$ cat src/rtl/fp16_add_step2_pipe.sv
// FP16 adder step 2: signed-magnitude add/subtract of aligned fractions behind a
// registered 2-entry skid buffer. Optional statistics counters: ADD_STEP2_STATS_EN.
module fp16_add_step2_pipe #(
    parameter int unsigned FRAC_W = 13,
    parameter int unsigned EXP_W  = 5,
    parameter int unsigned CNT_W  = 16
) (
    input  logic              clk,
    input  logic              rst,
    input  logic              in_valid,
    output logic              in_ready,
    input  logic              sign_a,
    input  logic [FRAC_W-1:0] frac_a,
    input  logic              sign_b,
    input  logic [FRAC_W-1:0] frac_b,
    input  logic [EXP_W-1:0]  exp_max_in,
    input  logic              round_loss_in,
    input  logic              ovf_in,
    input  logic              unf_in,
    input  logic              dz_in,
    input  logic              inv_in,
    output logic              out_valid,
    input  logic              out_ready,
    output logic              sign_out,
    output logic [FRAC_W-1:0] frac_out,
    output logic              carry_out,
    output logic [EXP_W-1:0]  exp_max_out,
    output logic              round_loss_out,
    output logic              ovf_out,
    output logic              unf_out,
    output logic              dz_out,
    output logic              inv_out,
    output logic [CNT_W-1:0]  stat_ops,
    output logic [CNT_W-1:0]  stat_cancel
);

    typedef struct packed {
        logic              sign;
        logic [FRAC_W-1:0] frac;
        logic              carry;
        logic [EXP_W-1:0]  exp_max;
        logic              round_loss;
        logic              ovf;
        logic              unf;
        logic              dz;
        logic              inv;
    } entry_t;

    typedef enum logic [1:0] {StEmpty, StOne, StFull} state_e;

    state_e state_q, state_d;
    entry_t out_q, out_d, skid_q, skid_d, res;
    logic   in_ready_q, in_ready_d, out_valid_q, out_valid_d;
    logic   in_xfer, out_xfer;
    logic [FRAC_W:0] sum_ext;

    assign in_xfer  = in_valid & in_ready_q;
    assign out_xfer = out_valid_q & out_ready;
    assign sum_ext  = {1'b0, frac_a} + {1'b0, frac_b};

    // Signed-magnitude combine; exact cancellation falls through to +0.
    always_comb begin
        res            = '0;
        res.exp_max    = exp_max_in;
        res.round_loss = round_loss_in;
        res.ovf        = ovf_in;
        res.unf        = unf_in;
        res.dz         = dz_in;
        res.inv        = inv_in;
        if (sign_a == sign_b) begin
            res.carry = sum_ext[FRAC_W];
            res.frac  = sum_ext[FRAC_W-1:0];
            res.sign  = sign_a;
        end else if (frac_a > frac_b) begin
            res.frac = frac_a - frac_b;
            res.sign = sign_a;
        end else if (frac_b > frac_a) begin
            res.frac = frac_b - frac_a;
            res.sign = sign_b;
        end
    end

    always_ff @(posedge clk or posedge rst) begin
        if (rst) begin
            state_q     <= StEmpty;
            in_ready_q  <= 1'b1;
            out_valid_q <= 1'b0;
            out_q       <= '0;
            skid_q      <= '0;
        end else begin
            state_q     <= state_d;
            in_ready_q  <= in_ready_d;
            out_valid_q <= out_valid_d;
            out_q       <= out_d;
            skid_q      <= skid_d;
        end
    end

    always_comb begin
        state_d = state_q;
        out_d   = out_q;
        skid_d  = skid_q;
        unique case (state_q)
            StEmpty: begin
                if (in_xfer) begin
                    out_d   = res;
                    state_d = StOne;
                end
            end
            StOne: begin
                if (in_xfer && !out_xfer) begin
                    skid_d  = res;
                    state_d = StFull;
                end else if (!in_xfer && out_xfer) begin
                    state_d = StEmpty;
                end else if (in_xfer && out_xfer) begin
                    out_d = res;
                end
            end
            StFull: begin
                if (out_xfer) begin
                    out_d   = skid_q;
                    state_d = StOne;
                end
            end
            default: state_d = StEmpty;
        endcase
    end

    // Flags are registered from the next state so in_ready has no comb path from out_ready.
    always_comb begin
        in_ready_d  = (state_d != StFull);
        out_valid_d = (state_d != StEmpty);
    end

    assign in_ready       = in_ready_q;
    assign out_valid      = out_valid_q;
    assign sign_out       = out_q.sign;
    assign frac_out       = out_q.frac;
    assign carry_out      = out_q.carry;
    assign exp_max_out    = out_q.exp_max;
    assign round_loss_out = out_q.round_loss;
    assign ovf_out        = out_q.ovf;
    assign unf_out        = out_q.unf;
    assign dz_out         = out_q.dz;
    assign inv_out        = out_q.inv;

`ifdef ADD_STEP2_STATS_EN
    logic [CNT_W-1:0] ops_q, cancel_q;
    logic             cancel;

    assign cancel = (sign_a != sign_b) && (frac_a == frac_b);

    always_ff @(posedge clk or posedge rst) begin
        if (rst) begin
            ops_q    <= '0;
            cancel_q <= '0;
        end else if (in_xfer) begin
            if (ops_q != '1) ops_q <= ops_q + CNT_W'(1);
            if (cancel && cancel_q != '1) cancel_q <= cancel_q + CNT_W'(1);
        end
    end

    assign stat_ops    = ops_q;
    assign stat_cancel = cancel_q;
`else
    assign stat_ops    = '0;
    assign stat_cancel = '0;
`endif

endmodule

$ cat config.mk
export PLATFORM = sky130hd
export DESIGN_NAME = fp16_add_step2_pipe
export DESIGN_NICKNAME = d
export VERILOG_FILES = /design/src/rtl/fp16_add_step2_pipe.sv
export SDC_FILE = /design/constraint.sdc
export NUM_CORES = 1
export LEC_CHECK = 0
export CAP_MARGIN = 10
export CORE_UTILIZATION = 52
export DETAILED_ROUTE_END_ITERATION = 10
export PLACE_DENSITY_LB_ADDON = 0.25
export SLEW_MARGIN = 15
export SYNTH_ARGS = -nofsm -noshare
export SYNTH_HDL_FRONTEND = slang
export SYNTH_SLANG_ARGS = --single-unit
$ cat constraint.sdc
create_clock -name clk -period 2.2 [get_ports clk]
set_input_delay 0.44 -clock clk [delete_from_list [all_inputs] [get_ports clk]]
set_output_delay 0.44 -clock clk [all_outputs]
set_load 0.01 [all_outputs]
Word-level counts from Yosys, hierarchy flattened
Index checks and enable logic that the tools add are counted.

Register bits: 54. Input bits: 42. Output and inout bits: 59. Word-level logic and storage cells: 62.

$add $sub $neg: 3. Order comparisons: 2. Equality and inequality tests: 9. Muxes and demuxes: 15. Bitwise logic cells: 2. Reductions and logical operators: 10.

Operators with widths (count): two-way mux 25 bit (5); case mux 25 bit (3 select lines) (1); two-way mux 14 bit (3); > comparator 13 bit (2); subtractor 13 bit (2); adder 13 x 13 -> 14 bit (1); inequality test 2 bit (second input constant) (6); two-way mux 2 bit (4); case mux 2 bit (3 select lines) (1); AND reduction 6 bit (1); logical AND 1 bit (3); nonzero test 3 bit (1); AND 1 bit (2); == test 2 x 1 -> 1 bit (second input constant) (1); == test 2 bit (second input constant) (1); zero test 1 bit (2); zero test 2 bit (1); AND reduction 2 bit (1); nonzero test 2 bit (1); == test 1 bit (1); two-way mux 1 bit (1).

Depth between registers and ports, before layout
Gate-level depths: netlist of the first run.

Depth after elaboration: 8. Mapped depth: 12. Depth with buffers taken out: 12.

Least setup slack after synthesis of the first run
OpenSTA, ideal clock, no wires.

Path kind: in2reg. Start: in frac_a[6]. End: reg out_q (netlist bit frac_out[4]). Arrival: 2.675 ns. Data required time: 2.113 ns. Setup slack: -0.562 ns. Cell stages on the path: 11. Buffers on the path: 2. Cells stage by stage: inv_1 ha_1 buf_4 nand3_2 o31a_1 o41a_1 or2_1 buf_6 o311ai_2 a22oi_1 a211oi_2.

Word-level cells in the longest chain between the ends: 8. Elaborated cells between the ends (all ways): 10. Classes of those cells: order compare: 2; mux: 8.

RTL lines: from (decl) (RTL line 13) `input logic [FRAC_W-1:0] frac_a,`; > comparator 13 bit (RTL line 77) `end else if (frac_b > frac_a) begin`; two-way mux 14 bit (RTL line 77); two-way mux 14 bit * (RTL line 74) `end else if (frac_a > frac_b) begin`; two-way mux 14 bit * (RTL line 70) `if (sign_a == sign_b) begin`; two-way mux 25 bit (RTL line 116) `end else if (in_xfer && out_xfer) begin`; two-way mux 25 bit (RTL line 114) `end else if (!in_xfer && out_xfer) begin`; two-way mux 25 bit (RTL line 111) `if (in_xfer && !out_xfer) begin`; case mux 25 bit (3 select lines) * (RTL line 103) `unique case (state_q)`; to (signal assigned) (RTL line 94) `out_q <= out_d;`; to (decl) (RTL line 52) `entry_t out_q, out_d, skid_q, skid_d, res;`.

Every way passes the cells marked *; elsewhere a longest branch is shown, timed or not. The select of a mux whose other input is x is not followed. A chain may end at the register's enable or synchronous reset.

Worst setup path after layout of the first run
Start: in sign_b. End: reg out_q (netlist bit frac_out[4]).

Word-level cells in the longest chain between the ends: 6. Elaborated cells between the ends (all ways): 7. Classes of those cells: eq/ne: 1; mux: 6.

RTL lines: from (decl) (RTL line 14) `input logic sign_b,`; == test 1 bit * (RTL line 70); two-way mux 14 bit * (RTL line 70); two-way mux 25 bit (RTL line 116); two-way mux 25 bit (RTL line 114); two-way mux 25 bit (RTL line 111); case mux 25 bit (3 select lines) * (RTL line 103).

Marked as above.

==> results.sh, run 1 <==
export IMPL_vdd_drop_max_uv=482
export IMPL_area_growth_pct=63.6
export IMPL_hold_violations=0
export IMPL_yosys_cell_count_top_type="nand2_1"
export IMPL_clkTransAtPathRegs_ns=0.10
export IMPL_rsz0062_at_grt="yes"
export IMPL_setup_viol=29
export IMPL_numCtsBuffers=5
export IMPL_nets=867
export IMPL_path_depth=7
export IMPL_routed_via_density=6.26
export IMPL_diodes=0
export IMPL_final_core_util=0.894
export IMPL_fin_tns_setup_ns=-6.37
export IMPL_syn_inst=582
export IMPL_final_antenna_net_count=0
export IMPL_layout_drive_gt1_share=0.417
export IMPL_slowest_stage="xnor2_2"
export IMPL_vias=5563
export IMPL_ys_seq_elements=54
export IMPL_synth_top_area_frac=0.290
export IMPL_leakagePower_nw=3.38
export IMPL_routed_wl_mm=18.9
export IMPL_required_ns=2.43
export IMPL_yosysSeqAreaShare=0.295
export IMPL_p_per_area_mw_per_mm2=841
export IMPL_ys_types=62
export IMPL_end_kind="register"
export IMPL_synth_top_cell_by_area="dfrtp_1"
export IMPL_numPortBuffers=68
export IMPL_die_w_um=95.8
export IMPL_synth_top_cells_by_count="nand2_1 (90), dfrtp_1 (53), nor2_1 (51)"
export IMPL_synth_warnings=0
export IMPL_crit_end="frac_out[4]"
export IMPL_reg2reg_to="frac_out[9]"
export IMPL_max_slew_margin=0.405
export IMPL_async_reset_ff_frac=1.00
export IMPL_crit_type="input pin to register"
export IMPL_fin_skew_ns=0.00856
export IMPL_drcViolationCount=0
export IMPL_clock_tree_root_cell="clkbuf_8"
export IMPL_syn_mean_instance_area_um2=7.87
export IMPL_rows=33
export IMPL_firstDrtPassIters=5
export IMPL_worstMarginPinSlew_ns=0.888
export IMPL_max_cap_violations=0
export IMPL_critPathLaunchType="input pin"
export IMPL_critPathMaxStageDelay_ns=0.75
export IMPL_clockBufferDepth=2
export IMPL_grt_pass1_wl_mm=24.7
export IMPL_pre_cts_slack_ns=-1.15
export IMPL_placed_area_mm2=0.00631
export IMPL_hpwl_mm=11.1
export IMPL_antenna_found_initial=0
export IMPL_r2r_slack_ns=0.24
export IMPL_place_gp_congestion=0.883
export IMPL_violations="setup timing"
export IMPL_fillCellCount=370
export IMPL_crit_chain="clkdlybuf4s50_1 > xnor2_2 > buf_4 > o21ai_0 > o311ai_4 > a22oi_2 > a211oi_2"
export IMPL_postCtsHoldBufs=0
export IMPL_grt_usage=0.348
export IMPL_hold_path_class="input pin to asynchronous set/reset pin"
export IMPL_grt_pass1_vias=5084
export IMPL_crit_arrival_ns=2.77
export IMPL_synthesis_area_mm2=0.00458
export IMPL_grt_max_degree=35
export IMPL_clock_latency_ns=0.32
export IMPL_status="complete, but fails checks"
export IMPL_synth_ff_type="dfrtp_1"
export IMPL_overflow=0
export IMPL_power_mw=6.30
export IMPL_worstReg2RegStart="in_ready"
export IMPL_clock_sinks=54
export IMPL_crit_start="sign_b"
export IMPL_path_buf_inv=2
export IMPL_yosys_top_cells_area="dfrtp_1 (29%), ha_1 (11%), nand2_1 (7.4%)"
export IMPL_htreeDepth=2
export IMPL_max_freq_ghz=0.394
export IMPL_crit_family="buffers and inverters"
export IMPL_design_area_mm2=0.00749
export IMPL_layout_setup_ws_ns=-0.341
export IMPL_dieHeight_um=95.8
export IMPL_slew_violations=0
export IMPL_ff2ff_path_depth=8
export IMPL_fin_crit_sh=1.15
export IMPL_min_period_ns=2.54
export IMPL_cts_tree="done"
export IMPL_post_drt_wl_per_cell_um=21.3
export IMPL_synth_edff_count=0
export IMPL_first_iter_violations=512
export IMPL_die_area_mm2=0.00918
export IMPL_initial_utilization=0.546
export IMPL_core_area_mm2=0.00838
export IMPL_pin_count=101
export IMPL_path_max_fanout=13
worst min-delay path by stage:
stage,start,to,slack [ns],cells after the start
floorplan,skid_q[21],skid_q[21],0.44,2
global placement,skid_q[8],skid_q[8],0.46,2
finish,rst,exp_max_out[0],0.46,2
detailed placement,skid_q[7],skid_q[7],0.47,2
CTS,rst,exp_max_out[3],0.48,2
global route,skid_q[1],skid_q[1],0.50,2
metrics by stage:
step	cells	hold WS, ns
6_report	889	0.455
4_1_cts	881	0.485
3_5_place_dp	852	0.466
5_1_grt	889	0.505
2_1_floorplan	613	0.440
3_3_place_gp	852	0.456
placed cells by master (no fill, tap or decap), drive strengths merged, types with 17 or more instances in the layout:
master         netlist  final
ha                  39     39
dfrtp               53     53
inv                 41     41
buf                 39    178
clkdlybuf4s50        0     42
nor2                51     51
o21ai               29     29
nor3                21     21
a31oi               17     17
conb                 1     32
a21oi               36     36
nand2               90     90
registers in the layout, summed over array words and instances (netlist names):
signal and flops:
in_ready 1, round_loss_out 1, unf_out 1, exp_max_out 5
out_valid 1, state_q 2, inv_out 1, sign_out 1
frac_out 13, ovf_out 1, dz_out 1, skid_q 25
carry_out 1
report_power, final:
part | leakage, nW | switching, mW | internal [mW]
clock | 0.0452 | 0.332 | 0.226
combinational | 2.68 | 2.11 | 1.81
sequential | 0.646 | 0.338 | 1.48
total | 3.38 | 2.78 | 3.52
cell families (layout without fill, tap and decap cells):
logic type | after synthesis | count (layout) | synth area share
compound gates | 154 | 154 | 0.225
xor+xnor | 12 | 12 | 0.0230
fa+ha+maj | 42 | 42 | 0.120
buf+inv | 101 | 272 | 0.113
flops | 54 | 54 | 0.295
mux | 5 | 5 | 0.0115
other cells | 1 | 32 | 0.000819
simple gates | 213 | 213 | 0.212
metal layers:
| metal | global-route usage | vias to the layer above | wire [um] |
|---|---|---|---|
| met5 | 0 | - | 0 |
| met4 | 0.129 | 0 | 1460 |
| li1 | - | 2360 | - |
| met3 | 0.0332 | 155 | 1680 |
| met2 | 0.632 | 466 | 9100 |
| met1 | 0.424 | 2582 | 6710 |
area by class of cell:
type                       count  area [um^2]  area share
clock inverter                 2         13.8     0.00184
inverter                      41          181      0.0242
multi-input combinational    458         3770       0.504
tap                          105          131      0.0175
clock buffer                   6         72.6     0.00969
timing repair buffer         223         1960       0.262
sequential                    54         1350       0.181
repair_timing:
item | CTS | global route
setup endpoints to repair | 30 | 30
buffers inserted | 23 | 10
gates resized for setup | 242 | 67
pin swaps | 75 | 62
No activity file was read; power rests on OpenSTA's default activity.
==> run 2, diff against run 1 <==
==> constraint.sdc (replaced) <==
create_clock -name clk -period 2.4 [get_ports clk]
set_input_delay 0.48 -clock clk [delete_from_list [all_inputs] [get_ports clk]]
set_output_delay 0.48 -clock clk [all_outputs]
set_load 0.01 [all_outputs]
==> results.sh, run 2 (synthesis results as in run 1) <==
export IMPL_clkTransAtPathRegs_ns=0.11
export IMPL_die_w_um=95.8
export IMPL_rsz0062_at_grt="yes"
export IMPL_grt_max_degree=55
export IMPL_vdd_drop_max_uv=411
export IMPL_hpwl_mm=10.5
export IMPL_critPathMaxStageDelay_ns=0.39
export IMPL_violations="setup timing"
export IMPL_largest_register="skid_q"
export IMPL_clockBufferDepth=2
export IMPL_layout_drive_gt1_share=0.397
export IMPL_slew_violations=0
export IMPL_max_cap_violations=0
export IMPL_diodes=0
export IMPL_p_sw_frac=0.429
export IMPL_die_area_mm2=0.00918
export IMPL_path_depth=13
export IMPL_power_mw=5.71
export IMPL_slowest_stage="nor4_4"
export IMPL_p_comb_frac=0.596
export IMPL_routed_via_density=6.19
export IMPL_vias=5484
export IMPL_ff2ff_path_depth=8
export IMPL_initial_utilization=0.546
export IMPL_crit_family="compound AO/OA/AOI/OAI gates"
export IMPL_drcViolationCount=0
export IMPL_crit_arrival_ns=2.87
export IMPL_numCtsBuffers=5
export IMPL_first_iter_violations=642
export IMPL_max_freq_ghz=0.375
export IMPL_dieHeight_um=95.8
export IMPL_required_ns=2.60
export IMPL_pwr_share_seq=0.290
export IMPL_end_kind="register"
export IMPL_fin_crit_sh=1.11
export IMPL_numPortBuffers=68
export IMPL_antenna_found_initial=0
export IMPL_grt_pass1_vias=5224
export IMPL_critPathLaunchType="input pin"
export IMPL_path_max_fanout=4
export IMPL_power_switching_mw=2.45
export IMPL_area_growth_pct=59.7
export IMPL_routed_wl_mm=17.6
export IMPL_status="complete, but fails checks"
export IMPL_nets=864
export IMPL_grt_pass1_wl_mm=25.0
export IMPL_clock_latency_ns=0.33
export IMPL_largest_reg_flops=25
export IMPL_internal_power_mw=3.26
export IMPL_clock_power_share=0.114
export IMPL_setup_viol=25
export IMPL_p_per_area_mw_per_mm2=781
export IMPL_path_buf_inv=4
export IMPL_layout_commonest_cell="buf_4"
export IMPL_post_drt_wl_per_cell_um=19.8
export IMPL_final_core_util=0.872
export IMPL_clock_tree_root_cell="clkbuf_8"
export IMPL_hold_violations=0
export IMPL_pin_count=101
export IMPL_firstDrtPassIters=6
export IMPL_leakagePower_nw=3.32
export IMPL_rows=33
export IMPL_core_area_mm2=0.00838
export IMPL_instances_no_fill=886
export IMPL_fin_skew_ns=0.00628
export IMPL_dp_cells=852
export IMPL_htreeDepth=2
export IMPL_min_period_ns=2.66
export IMPL_layout_common_cells="buf_4 (135), nand2_1 (89), dfrtp_1 (53)"
export IMPL_hold_path_class="register to register"
export IMPL_fillCellCount=421
export IMPL_overflow=0
export IMPL_pre_cts_slack_ns=-1.06
export IMPL_final_antenna_net_count=0
export IMPL_crit_type="input pin to register"
export IMPL_path_common_cell="buf_6"
export IMPL_worstMarginPinSlew_ns=0.882
export IMPL_grt_usage=0.356
export IMPL_whs_path_depth=2
export IMPL_fin_tns_setup_ns=-3.71
export IMPL_cts_tree="done"
export IMPL_crit_chain="buf_8 > inv_6 > ha_4 > buf_6 > nand4_1 > nor4_4 > o21bai_4 > o41a_1 > nor2_2 > buf_6 > a311o_1 > a22oi_2 > o21ai_1"
export IMPL_clock_sinks=54
export IMPL_layout_setup_ws_ns=-0.264
export IMPL_place_gp_congestion=0.929
export IMPL_max_slew_margin=0.409
==> run 2: changes by cell type in the layout (fill, tap and decap cells not counted), moves of 5 or more <==
| cell | before | now |
|---|---|---|
| buf_6 | 28 | 16 |
| buf_2 | 9 | 14 |
| buf_4 | 130 | 135 |
| nor2_1 | 43 | 48 |
| nor2_4 | 5 | 0 |
==> run 2: layer usage <==
layer  up-vias  wire [um]  track usage
li1       2348          -            -
met1      2562       6460        0.415
met2       434       8350        0.624
met3       140       1520       0.0506
met4         0       1240        0.200
met5         -          0            0
==> run 2: timing repair <==
item	4_1_cts	5_1_grt
pin swaps	51	54
hold buffers	0	0
gates resized for setup	198	59
setup buffers	19	8
hold endpoints to repair	0	0
cloned	1	0
endpoints found under the setup margin	30	29
==> run 2: layout make-up <==
| type | count | area, um^2 | share of cell area |
|---|---|---|---|
| tap | 105 | 131 | 0.0180 |
| clock inverter | 3 | 48.8 | 0.00667 |
| sequential | 54 | 1350 | 0.185 |
| timing repair buffer | 219 | 1850 | 0.254 |
| clock buffer | 5 | 68.8 | 0.00941 |
| inverter | 41 | 179 | 0.0245 |
| multi-input combinational | 459 | 3680 | 0.503 |
==> run 2: through the flow <==
stage                     hold slack, ns  area, um^2
final                              0.492        7310
after CTS                          0.483        7000
after floorplan                    0.440        4910
after detailed placement           0.459        6320
after global placement             0.453        6320
after global routing               0.508        7310
==> run 2: power groups by stage <==
stage / clock network (mW) / logic, mW / registers [mW]
final: 0.651 / 3.40 / 1.66
after CTS: 0.635 / 3.03 / 1.62
after floorplan: 0 / 1.48 / 1.69
after detailed placement: 0 / 2.80 / 1.64
after global placement: 0 / 2.70 / 1.61
after global routing: 0.684 / 3.61 / 1.69
==> run 2: final timing paths <==
path | to | slack, ns | startpoint
max in group asynchronous | in_ready | 1.59 | rst
setup reg to reg | frac_out[11] | 0.24 | in_ready
hold reg to reg | skid_q[7] | 0.49 | skid_q[7]
hold / removal | skid_q[7] | 0.49 | skid_q[7]
setup / recovery | skid_q[15] | -0.26 | frac_a[1]
min in group asynchronous | inv_out | 0.51 | rst
==> run 2: worst reg2reg max path, cell delays in order, from the launching register on <==
cell,delay (ns)
dfstp_2,0.54
nand2_1,0.10
nor2_1,0.24
and2_1,0.20
a21oi_1,0.08
buf_12,0.18
or3_1,0.37
o21ai_0,0.25
a31oi_4,0.07
==> run 3, diff against run 2 <==
--- a/config.mk
+++ b/config.mk
@@ -7,6 +7,7 @@
 export LEC_CHECK = 0
 export CAP_MARGIN = 10
 export CORE_UTILIZATION = 52
+export CTS_BUF_LIST = sky130_fd_sc_hd__clkbuf_16
 export DETAILED_ROUTE_END_ITERATION = 10
 export PLACE_DENSITY_LB_ADDON = 0.25
 export SLEW_MARGIN = 15
==> results.sh, run 3 (synthesis results as in run 1) <==
export IMPL_die_w_um=95.8
export IMPL_p_sw_frac=0.423
export IMPL_multi_input_area_mm2=0.00365
export IMPL_crit_chain="buf_2 > ha_4 > inv_1 > fa_1 > nor2_4 > o221ai_2 > a21oi_1 > nor2_1 > o21ai_0 > o32a_1 > a211oi_2 > nor3_1"
export IMPL_crit_arrival_ns=2.93
export IMPL_overflow=0
export IMPL_final_core_util=0.875
export IMPL_violations="setup timing"
export IMPL_core_area_mm2=0.00838
export IMPL_drcViolationCount=0
export IMPL_hpwl_mm=10.5
export IMPL_hold_slack_ns=0.484
export IMPL_clock_latency_ns=0.30
export IMPL_cts_tree="done"
export IMPL_vias=5585
export IMPL_grt_max_degree=55
export IMPL_routed_wl_met3_mm=1.78
export IMPL_layout_commonest_cell="buf_4"
export IMPL_area_growth_pct=60.2
export IMPL_r2r_slack_ns=0.39
export IMPL_numPortBuffers=68
export IMPL_worstReg2RegStart="in_ready"
export IMPL_layout_common_cells="buf_4 (141), nand2_1 (89), dfrtp_1 (53)"
export IMPL_pin_count=101
export IMPL_clkTransAtPathRegs_ns=0.07
export IMPL_postCtsHoldBufs=0
export IMPL_worstMarginPinSlew_ns=0.786
export IMPL_antenna_found_initial=0
export IMPL_p_comb_frac=0.576
export IMPL_grt_usage=0.343
export IMPL_max_cap_violations=0
export IMPL_slowest_stage="fa_1"
export IMPL_place_gp_congestion=0.929
export IMPL_largest_reg_flops=25
export IMPL_reg2reg_to="round_loss_out"
export IMPL_clockBufferDepth=2
export IMPL_first_iter_violations=722
export IMPL_clock_power_share=0.144
export IMPL_highest_layer="met4"
export IMPL_largest_register="skid_q"
export IMPL_whs_path_depth=2
export IMPL_routed_via_density=6.30
export IMPL_register_area_mm2=0.00135
export IMPL_status="complete, but fails checks"
export IMPL_end_kind="register"
export IMPL_pwr_share_seq=0.280
export IMPL_fin_crit_sh=1.14
export IMPL_rsz0062_at_grt="yes"
export IMPL_dieHeight_um=95.8
export IMPL_layout_setup_ws_ns=-0.327
export IMPL_numCtsBuffers=5
export IMPL_vdd_drop_max_uv=438
export IMPL_wl_met1_mm=6.55
export IMPL_critPathLaunchType="input pin"
export IMPL_clock_tree_root_cell="clkbuf_16"
export IMPL_worstHoldStart="skid_q[7]"
export IMPL_ff2ff_path_depth=7
export IMPL_slew_violations=0
export IMPL_holdPathEnd="skid_q[7]"
export IMPL_final_antenna_net_count=0
export IMPL_internal_power_mw=3.43
export IMPL_hold_path_class="register to register"
export IMPL_wl_met2_mm=8.49
export IMPL_fillCellCount=410
export IMPL_hold_violations=0
export IMPL_power_mw=5.96
export IMPL_clock_sinks=54
export IMPL_grt_pass1_vias=5016
export IMPL_grt_pass1_wl_mm=24.2
export IMPL_path_max_fanout=3
export IMPL_setup_viol=26
export IMPL_layout_drive_gt1_share=0.396
export IMPL_placed_area_mm2=0.00632
export IMPL_post_drt_wl_per_cell_um=20.6
export IMPL_max_freq_ghz=0.367
export IMPL_critPathMaxStageDelay_ns=0.49
export IMPL_routed_wl_mm=18.3
export IMPL_firstDrtPassIters=6
export IMPL_nets=865
export IMPL_leakagePower_nw=3.34
export IMPL_die_area_mm2=0.00918
export IMPL_htreeDepth=2
export IMPL_design_area_mm2=0.00733
export IMPL_power_switching_mw=2.52
export IMPL_fin_skew_ns=0.00759
export IMPL_crit_type="input pin to register"
export IMPL_max_slew_margin=0.473
export IMPL_p_per_area_mw_per_mm2=812
export IMPL_rows=33
export IMPL_initial_utilization=0.546
export IMPL_diodes=0
export IMPL_required_ns=2.61
export IMPL_min_period_ns=2.73
run 3: stage by stage:
step | TNS (ns) | setup slack, ns | instances
finish | -4.67 | -0.327 | 887
global route | -6.63 | -0.414 | 887
CTS | -2.34 | -0.252 | 879
global placement | -25.16 | -0.960 | 852
detailed placement | -28.10 | -1.06 | 852
floorplan | -3.42 | -0.227 | 613
run 3: worst max-delay path by stage:
stage          slack, ns  cells after the start  startpoint     endpoint
5_1_grt            -0.41                     13   frac_b[0]   skid_q[19]
3_5_place_dp       -1.06                     12   frac_a[2]  frac_out[7]
2_1_floorplan      -0.23                     11   frac_a[6]  frac_out[4]
4_1_cts            -0.25                     12   frac_a[2]  frac_out[4]
3_3_place_gp       -0.96                     12   frac_a[2]  frac_out[4]
6_report           -0.33                     12   frac_b[0]  frac_out[6]
run 3: power groups by stage:
| stage | Clock (mW) | Sequential [mW] | Combinational (mW) |
|---|---|---|---|
| 2_1_floorplan | 0 | 1.69 | 1.48 |
| 3_3_place_gp | 0 | 1.61 | 2.70 |
| 3_5_place_dp | 0 | 1.64 | 2.80 |
| 4_1_cts | 0.840 | 1.62 | 3.09 |
| 5_1_grt | 0.889 | 1.70 | 3.63 |
| 6_report | 0.859 | 1.67 | 3.43 |
run 3: area by class of cell:
type / instances / share of cell area
well taps: 105 / 0.0179
flip-flops and latches: 54 / 0.184
inverters: 41 / 0.0241
clock inverters: 3 / 0.00666
clock buffers: 5 / 0.0171
multi-input cells: 459 / 0.498
repair buffers: 220 / 0.252
run 3: worst max-delay path: cells and delay by family:
kind	cells	cell delay [ns]
fa+ha+maj	2	0.66
simple gates	3	0.47
buf+inv	2	0.25
compound gates	5	1.08
run 3: layer usage:
| metal | track usage | vias up |
|---|---|---|
| met4 | 0.143 | 0 |
| li1 | - | 2349 |
| met2 | 0.602 | 478 |
| met5 | 0 | - |
| met3 | 0.0561 | 168 |
| met1 | 0.414 | 2590 |
run 3: timing repair:
action / in CTS / in global routing
gates cloned: 1 / 0
gates resized for setup: 199 / 50
endpoints found under the setup margin: 30 / 29
buffers inserted: 19 / 9
pin swaps: 66 / 43
